**config.mk**
```make
export PLATFORM = sky130hd
export DESIGN_NAME = hearts_controller_flat
export DESIGN_NICKNAME = d
export VERILOG_FILES = /design/src/rtl/hearts_controller_if.sv /design/src/rtl/hearts_controller.sv /design/src/flat_wrapper.sv
export SDC_FILE = /design/constraint.sdc
export NUM_CORES = 1
export LEC_CHECK = 0
export BUFFER_PORTS_ARGS = -buffer_cell sky130_fd_sc_hd__buf_4
export CORE_ASPECT_RATIO = 1.2
export CORE_MARGIN = 2
export CORE_UTILIZATION = 57
export CTS_CLUSTER_SIZE = 40
export DETAILED_ROUTE_END_ITERATION = 10
export PLACE_DENSITY = 0.86
export RECOVER_POWER = 100
export SLEW_MARGIN = 25
export SYNTH_ARGS = -nofsm -noshare
export SYNTH_HDL_FRONTEND = slang
export SYNTH_SLANG_ARGS = --single-unit
```
**constraint.sdc**
```tcl
create_clock -name clk -period 2.4 [get_ports clk]
set_input_delay 0.48 -clock clk [delete_from_list [all_inputs] [get_ports clk]]
set_output_delay 0.48 -clock clk [all_outputs]
set_load 0.01 [all_outputs]
```
**src/rtl/hearts_controller_if.sv**
```systemverilog
`default_nettype none
// ==========================================================================
// hearts_controller_if : event inputs and life/blink status of the player
// Rev 1.0
// ==========================================================================
interface hearts_controller_if;
   logic       frame_tick;
   logic       collision;
   logic       heart_pickup;
   logic       restart;
   logic [1:0] num_hearts;
   logic       invulnerable;
   logic       sprite_visible;
   logic       hit_pulse;
   logic       game_over;

   modport master (
      output frame_tick, collision, heart_pickup, restart,
      input  num_hearts, invulnerable, sprite_visible, hit_pulse, game_over
   );

   modport slave (
      input  frame_tick, collision, heart_pickup, restart,
      output num_hearts, invulnerable, sprite_visible, hit_pulse, game_over
   );
endinterface
`default_nettype wire

```
**src/rtl/hearts_controller.sv**
```systemverilog
`default_nettype none
// ==========================================================================
// hearts_controller : life counter, post-hit invulnerability blink, game over
// Rev 1.0
// ==========================================================================
module hearts_controller #(
   parameter int MAX_HEARTS    = 3,
   parameter int INVULN_FRAMES = 120,
   parameter int BLINK_FRAMES  = 8
) (
   input wire                 clk,
   input wire                 reset,
   hearts_controller_if.slave hc
);

   localparam int FW = (INVULN_FRAMES > 1) ? $clog2(INVULN_FRAMES) : 1;
   localparam int BW = (BLINK_FRAMES > 1) ? $clog2(BLINK_FRAMES) : 1;
   localparam logic [1:0]    c_MAX_HEARTS = 2'(MAX_HEARTS);
   localparam logic [FW-1:0] c_FRAME_LAST = FW'(INVULN_FRAMES - 1);
   localparam logic [BW-1:0] c_BLINK_LAST = BW'(BLINK_FRAMES - 1);

   typedef enum logic [1:0] {
      ST_ALIVE     = 2'd0,
      ST_INVULN    = 2'd1,
      ST_GAME_OVER = 2'd2
   } state_t;

   state_t        r_state;
   logic [1:0]    r_num_hearts;
   logic          r_invulnerable;
   logic          r_sprite_visible;
   logic          r_hit_pulse;
   logic          r_game_over;
   logic [FW-1:0] r_frame_cnt;
   logic [BW-1:0] r_blink_cnt;
   logic          r_pickup_prev;

   logic          w_pickup_edge;
   logic [1:0]    w_inc_val;
   logic [1:0]    w_hit_val;

   assign w_pickup_edge = hc.heart_pickup & ~r_pickup_prev;
   assign w_inc_val     = (r_num_hearts >= c_MAX_HEARTS) ? c_MAX_HEARTS : r_num_hearts + 2'd1;
   // Hearts are >= 1 in ALIVE, so a hit with a same-cycle pickup nets out unchanged.
   assign w_hit_val     = w_pickup_edge ? r_num_hearts : r_num_hearts - 2'd1;

   always_ff @(posedge clk) begin
      if (!reset || hc.restart) begin
         r_state          <= ST_ALIVE;
         r_num_hearts     <= c_MAX_HEARTS;
         r_invulnerable   <= 1'b0;
         r_sprite_visible <= 1'b1;
         r_hit_pulse      <= 1'b0;
         r_game_over      <= 1'b0;
         r_frame_cnt      <= '0;
         r_blink_cnt      <= '0;
         r_pickup_prev    <= 1'b0;
      end else begin
         r_pickup_prev <= hc.heart_pickup;
         r_hit_pulse   <= 1'b0;
         case (r_state)
            ST_ALIVE: begin
               if (hc.collision) begin
                  r_num_hearts <= w_hit_val;
                  r_hit_pulse  <= 1'b1;
                  r_frame_cnt  <= '0;
                  r_blink_cnt  <= '0;
                  if (w_hit_val == 2'd0) begin
                     r_state     <= ST_GAME_OVER;
                     r_game_over <= 1'b1;
                  end else begin
                     r_state        <= ST_INVULN;
                     r_invulnerable <= 1'b1;
                  end
               end else if (w_pickup_edge) begin
                  r_num_hearts <= w_inc_val;
               end
            end
            ST_INVULN: begin
               if (w_pickup_edge) begin
                  r_num_hearts <= w_inc_val;
               end
               if (hc.frame_tick) begin
                  if (r_frame_cnt == c_FRAME_LAST) begin
                     r_state          <= ST_ALIVE;
                     r_invulnerable   <= 1'b0;
                     r_sprite_visible <= 1'b1;
                     r_frame_cnt      <= '0;
                     r_blink_cnt      <= '0;
                  end else begin
                     r_frame_cnt <= r_frame_cnt + FW'(1);
                     if (r_blink_cnt == c_BLINK_LAST) begin
                        r_blink_cnt      <= '0;
                        r_sprite_visible <= ~r_sprite_visible;
                     end else begin
                        r_blink_cnt <= r_blink_cnt + BW'(1);
                     end
                  end
               end
            end
            ST_GAME_OVER: begin
               r_num_hearts     <= 2'd0;
               r_game_over      <= 1'b1;
               r_invulnerable   <= 1'b0;
               r_sprite_visible <= 1'b1;
            end
            default: r_state <= ST_ALIVE;
         endcase
      end
   end

   assign hc.num_hearts     = r_num_hearts;
   assign hc.invulnerable   = r_invulnerable;
   assign hc.sprite_visible = r_sprite_visible;
   assign hc.hit_pulse      = r_hit_pulse;
   assign hc.game_over      = r_game_over;

endmodule
`default_nettype wire

```
**src/flat_wrapper.sv**
```systemverilog
// flat-port wrapper written by rule: the top's interface ports become plain ports
module hearts_controller_flat 
#(
   parameter int MAX_HEARTS    = 3,
   parameter int INVULN_FRAMES = 120,
   parameter int BLINK_FRAMES  = 8
)
  (clk, reset, hc_frame_tick, hc_collision, hc_heart_pickup, hc_restart, hc_num_hearts, hc_invulnerable, hc_sprite_visible, hc_hit_pulse, hc_game_over);
  hearts_controller_if hc_i ();
  input wire clk;
  input wire reset;
  input wire logic [$bits(hc_i.frame_tick)-1:0] hc_frame_tick;
  input wire logic [$bits(hc_i.collision)-1:0] hc_collision;
  input wire logic [$bits(hc_i.heart_pickup)-1:0] hc_heart_pickup;
  input wire logic [$bits(hc_i.restart)-1:0] hc_restart;
  output wire logic [$bits(hc_i.num_hearts)-1:0] hc_num_hearts;
  output wire logic [$bits(hc_i.invulnerable)-1:0] hc_invulnerable;
  output wire logic [$bits(hc_i.sprite_visible)-1:0] hc_sprite_visible;
  output wire logic [$bits(hc_i.hit_pulse)-1:0] hc_hit_pulse;
  output wire logic [$bits(hc_i.game_over)-1:0] hc_game_over;
  assign hc_i.frame_tick = hc_frame_tick;
  assign hc_i.collision = hc_collision;
  assign hc_i.heart_pickup = hc_heart_pickup;
  assign hc_i.restart = hc_restart;
  assign hc_num_hearts = hc_i.num_hearts;
  assign hc_invulnerable = hc_i.invulnerable;
  assign hc_sprite_visible = hc_i.sprite_visible;
  assign hc_hit_pulse = hc_i.hit_pulse;
  assign hc_game_over = hc_i.game_over;
  hearts_controller #(.MAX_HEARTS(MAX_HEARTS), .INVULN_FRAMES(INVULN_FRAMES), .BLINK_FRAMES(BLINK_FRAMES)) u_core (.clk(clk), .reset(reset), .hc(hc_i));
endmodule
```
==> impl_metrics.toml, run 1 <==
[run_status]
status = "complete, no violations"

[synthesis]
ys_seq_area_share_pct = 33.1
synth_nets = 150
synth.top_cells.by_area = "dfxtp_1, ha_1, mux2i_1"
ys_warn_count = 0
yosys.area.top_type = "dfxtp_1"
ys_types = 38
synth-seq-cells = 19
postSynthCellCount = 135
syn_area_um2 = 1150
avgSynthCellArea_um2 = 8.51
yosysTopAreaCellShare_pct = 33.1

[sta]
period_share_pct = 84.7
slew_headroom_pct = 60.6
max_freq_mhz = 492
period_minus_slack_ns = 2.03
drv_slew = 0
worst_pin_slew_ns = 0.591
setup_tns_ns = 0
hold_viol_final = 0
rsz0062_at_grt = "no"
setup_viol = 0
timing.hold.ws_ns = 0.408
fin_skew_ns = 0.0103

[placed_design]
place.gp.congestion = 0.826
io_buffers = 11
place_hpwl_um = 1830

[final_layout]
synthToLayoutAreaGrowth_pct = 6.21
drive_gt1_share_pct = 7.53
mostFrequentLayoutCells = "dfxtp_1, nand2_1, inv_1, nor2_1, ha_1"
nets = 162
antennaDiodeCount = 0
final_common_cell = "dfxtp_1"
final_util_pct = 65.2
nFillCells = 176

[critical_path]
crit_chain = "inv_1 > ha_1 > nor2b_1 > or2_0 > o21ai_0 > a21oi_1"
critPathArrivalTime_ns = 2.26
cp.required_ns = 2.63
path_class = "flip-flop to flip-flop"
r2r-end = "u_core.r_frame_cnt[2]$_SDFFE_PP0P_"
cp_slowest_cell = "nor2b_1"
reg2reg_depth = 6
reg2reg_slack_ns = 0.37
critical-path-max-stage-delay_ns = 0.43
crit_fanout = 10
timing.rr.start = "u_core.r_state[1]$_SDFFE_PP0P_"
critPathCaptureType = "flip-flop"
crit_family = "simple AND/OR/NAND/NOR gates"
cp-start-kind = "flip-flop"
crit_buf_inv = 1

[power_and_ir_drop]
powerDensity_nw_per_um2 = 505
p_leak_uw = 0.000472
ir_worst_vdd_mv = 0.325
p_total_uw = 616

[floorplan]
fp-row-count = 17
core-area_um2 = 1870
pin_count = 12
die_y_um = 53.2
die-area_um2 = 2390
die_x_um = 45.0
initial_core_util_pct = 61.4

[clocking]
clkSlewWorstSetupHoldPaths_ns = 0.11
cts.repair.resized = 0
post_cts_buffers = 0
ctsHoldBuffers = 0
ctsRootBufferMaster = "clkbuf_4"
cts_sinks = 19
clkLatencyLatePin_ns = 0.30
cts_max_path_buffers = 2
cts_buffers = 3
cts_tree = "built"
h-tree-depth = 1

[global_route]
grt_first_pass_wirelength_um = 3970
antenna_found_initial = 0
grt_pass1_vias = 938
overflow = 0
grt_usage_pct = 22.5
grt_max_degree = 14

[min_path]
holdPathStages = 2
min_delay_worst_endpoint = "u_core.r_pickup_prev$_SDFF_PP0_"
hold_class = "primary input to flip-flop"
hp-start = "hc_heart_pickup"

[route]
ant_nets = 0
vias = 995
drt_pre_antenna_iters = 4
wl_per_cell_um = 14.1
drt_iter0_markers = 16
totalWireLength_um = 2330
route.detailed.drc = 0
viasPerCell = 6.03

[run]
max_cap_viol_count = 0
[where the power goes]
| part | leakage, uW | switching, uW | internal [uW] |
|---|---|---|---|
| sequential | 0.000154 | 8.74 | 324 |
| combinational | 0.000303 | 70.8 | 49.2 |
| clock | 0.0000150 | 98.1 | 64.8 |
| total | 0.000472 | 178 | 438 |
[layout make-up]
class                      instances  area (um^2)  area share, %
multi-input combinational        100          684           56.1
clock buffer                       4         26.3           2.15
sequential                        19          380           31.2
timing repair buffer              12         63.8           5.23
inverter                          11         41.3           3.38
tap                               19         23.8           1.95
[logic make-up after synthesis]
family / share of synthesized area [%]
and+or+nand+nor: 23.6
AOI/OAI and AO/OA: 18.5
DFF: 33.1
buffers and inverters: 6.75
adders and majority gates: 9.80
xor gates and xnor gates: 3.81
muxes: 4.36
[flip-flops by register name (all words and copies together), names as in the netlist]
signal                    cells
u_core.hc.num_hearts          2
u_core.hc.invulnerable        1
u_core.r_pickup_prev          1
u_core.hc.hit_pulse           1
u_core.hc.game_over           1
u_core.r_state                2
u_core.r_frame_cnt            7
u_core.hc.sprite_visible      1
u_core.r_blink_cnt            3
[Yosys cell counts]
cell type	n
a2111oi_2	1
nor4_1	2
clkbuf_1	1
nor2_1	11
nor3_1	4
nand2_1	13
o221ai_1	2
ha_1	9
nand4_1	1
nor4bb_1	1
o21a_1	3
dfxtp_1	19
buf_2	2
o2bb2ai_1	1
inv_1	11
mux2i_1	5
nor2b_1	5
a21oi_1	5
nand4b_1	2
nand3_1	4
or2_1	1
o21ai_4	1
buf_6	2
and2_0	1
nand2b_1	3
o31ai_1	1
a31o_2	2
and2_1	1
a31oi_1	2
xnor2_1	5
a22oi_1	1
o22ai_1	1
a211oi_1	1
o21ai_0	5
o32a_1	1
o21ai_1	1
o31a_1	1
nor4b_1	3
[layer usage]
layer | wire length, um | track usage (%) | share of wire (%)
met1 | 936 | 26.4 | 40
met2 | 1270 | 41.0 | 55
met3 | 83 | 2.05 | 3.6
met4 | 37 | 8.82 | 1.6
met5 | 0 | 0 | 0
[stage by stage]
step / std cells / setup slack (ns) / cell area [um^2]
final: 165 / 0.368 / 1220
after global routing: 165 / 0.139 / 1220
after CTS: 165 / 0.475 / 1250
after detailed placement: 161 / 0.494 / 1230
after global placement: 161 / 0.593 / 1230
after floorplan: 135 / 0.671 / 1150
[worst max-delay path by stage]
stage | startpoint | end | slack (ns) | cells past startpoint
final | u_core.r_state[1]$_SDFFE_PP0P_ | u_core.r_frame_cnt[2]$_SDFFE_PP0P_ | 0.37 | 6
after global routing | u_core.r_state[0]$_SDFFE_PP0P_ | u_core.r_frame_cnt[2]$_SDFFE_PP0P_ | 0.14 | 6
after CTS | u_core.r_state[0]$_SDFFE_PP0P_ | u_core.r_blink_cnt[0]$_SDFFE_PP0P_ | 0.47 | 6
after detailed placement | u_core.r_state[0]$_SDFFE_PP0P_ | u_core.r_blink_cnt[0]$_SDFFE_PP0P_ | 0.49 | 6
after global placement | u_core.r_state[0]$_SDFFE_PP0P_ | u_core.r_blink_cnt[0]$_SDFFE_PP0P_ | 0.59 | 6
after floorplan | u_core.hc.num_hearts[0]$_SDFFE_PP1N_ | u_core.hc.invulnerable$_SDFFE_PP0P_ | 0.67 | 5
Power figures use the tool's default switching activity.
==> run 2, diff against run 1 <==
Settings changed: CORE_UTILIZATION 57 to 51, PLACE_DENSITY 0.86 to 0.81.
Clock period 2.4 ns to 1.8 ns, I/O delays scaled along.
==> run 2 against run 1 <==
Total power is 37% higher. First-iteration DRC count is 19% lower. Hold slack worse by 0.12 ns. Register-to-register slack worse by 0.30 ns. Utilization is 2.4 points lower. Largest cell class unchanged. Critical path depth is 1 lower. Sequential share of layout area is 1.9 points lower. Combinational power is 59% higher.
==> impl_metrics.toml, run 2 (same netlist as run 1, synthesis figures left out) <==
[power_and_ir_drop]
p_leak_uw = 0.000518
p_total_uw = 846
powerDensity_nw_per_um2 = 644
ir_worst_vdd_mv = 0.606

[floorplan]
initial_core_util_pct = 54.8
die-area_um2 = 2650
die_x_um = 47.3
pin_count = 12
fp-row-count = 18
core-area_um2 = 2090
die_y_um = 56.0

[global_route]
grt_first_pass_wirelength_um = 4190
grt_max_degree = 14
antenna_found_initial = 0
grt_usage_pct = 21.7
grt_pass1_vias = 997
overflow = 0

[placed_design]
place_hpwl_um = 1970
placed_cell_area_um2 = 1300
place.gp.congestion = 0.826
io_buffers = 11

[route]
drt_pre_antenna_iters = 4
viasPerCell = 5.48
route.detailed.drc = 0
totalWireLength_um = 2530
ant_nets = 0
drt_iter0_markers = 13
vias = 1008
wl_per_cell_um = 13.7

[sta]
fin_skew_ns = 0.00424
slew_headroom_pct = 59.0
drv_slew = 0
period_minus_slack_ns = 1.73
rsz0062_at_grt = "yes"
max_freq_mhz = 578
hold_viol_final = 0
timing.hold.ws_ns = 0.289
setup_tns_ns = 0
period_share_pct = 96.1
worst_pin_slew_ns = 0.616
setup_viol = 0

[min_path]
hp-start = "hc_heart_pickup"
holdPathStages = 2
min_delay_worst_endpoint = "u_core.r_pickup_prev$_SDFF_PP0_"
hold_class = "primary input to flip-flop"

[clocking]
clkLatencyLatePin_ns = 0.30
clkSlewWorstSetupHoldPaths_ns = 0.10
cts_sinks = 19
ctsRootBufferMaster = "clkbuf_4"
h-tree-depth = 1
cts_buffers = 3
post_cts_buffers = 0
cts_max_path_buffers = 2
cts_tree = "built"

[final_layout]
largest_reg_flops = 7
stdcell_area_um2 = 1310
final_common_cell = "dfxtp_1"
drive_gt1_share_pct = 16.2
top_regs = "u_core.r_frame_cnt x7, u_core.r_blink_cnt x3"
antennaDiodeCount = 0
mostFrequentLayoutCells = "dfxtp_1, nand2_1, buf_4"
synthToLayoutAreaGrowth_pct = 14.4
nets = 170
largest-register = "u_core.r_frame_cnt"

[critical_path]
critPathCaptureType = "flip-flop"
r2r-end = "u_core.hc.invulnerable$_SDFFE_PP0P_"
reg2reg_depth = 5
crit_chain = "inv_1 > ha_1 > a31o_2 > a2111oi_2 > mux2i_1"
timing.rr.start = "u_core.hc.num_hearts[1]$_SDFFE_PP1N_"
path_class = "flip-flop to flip-flop"
critical-path-max-stage-delay_ns = 0.41
reg2reg_slack_ns = 0.07
crit_fanout = 5
critPathArrivalTime_ns = 1.97
cp-start-kind = "flip-flop"
cp.required_ns = 2.04
cp_slowest_cell = "dfxtp_1"

[run_status]
status = "complete, no violations"

[run]
max_cap_viol_count = 0
## run 2: timing repair
item	4_1_cts	5_1_grt
endpoints found under the setup margin	0	11
hold buffers	0	0
gates resized for setup	0	5
## run 2: critical path, delay by kind of cell (launching register included)
kind / cells / cell delay [ns]
AOI/OAI and AO/OA: 2 / 0.65
adders and majority gates: 1 / 0.31
buffers and inverters: 1 / 0.09
DFF: 1 / 0.41
muxes: 1 / 0.21
## run 2: how the worst max path moves through the flow
stage | endpoint | from | slack (ns)
after floorplan | u_core.hc.invulnerable$_SDFFE_PP0P_ | u_core.hc.num_hearts[0]$_SDFFE_PP1N_ | 0.07
after global placement | u_core.hc.invulnerable$_SDFFE_PP0P_ | u_core.r_frame_cnt[1]$_SDFFE_PP0P_ | 0.17
after detailed placement | u_core.hc.sprite_visible$_SDFFE_PP1P_ | u_core.r_state[1]$_SDFFE_PP0P_ | 0.07
after CTS | u_core.hc.sprite_visible$_SDFFE_PP1P_ | u_core.r_state[1]$_SDFFE_PP0P_ | 0.06
final | u_core.hc.invulnerable$_SDFFE_PP0P_ | u_core.hc.num_hearts[1]$_SDFFE_PP1N_ | 0.07
after global routing | u_core.r_state[0]$_SDFFE_PP0P_ | u_core.r_state[0]$_SDFFE_PP0P_ | -0.04
## run 2: routing by layer
metal	routed length, um	track usage [%]	share of wire (%)
met5	0	0	0
met4	61	10.3	2.4
met3	48	3.25	1.9
met2	1430	37.3	56
met1	990	24.4	39
## run 2: area by class of cell
type,instances,area [um^2]
fillers,194,781
multi-input cells,100,697
flip-flops and latches,19,384
repair buffers,20,128
inverters,11,41.3
well taps,30,37.5
clock buffers,4,26.3
## run 2: per-stage QoR
step                cells  util, %  setup WS, ns
global placement      180     62.1         0.167
floorplan             135        -        0.0707
finish                184     62.7        0.0709
global route          184     62.7       -0.0380
CTS                   184     63.3        0.0563
detailed placement    180     62.1        0.0742
## run 2: power breakdown
part | internal, uW | switching [uW]
logic | 86.0 | 105
registers | 433 | 10.3
clock network | 86.4 | 126
total | 605 | 241
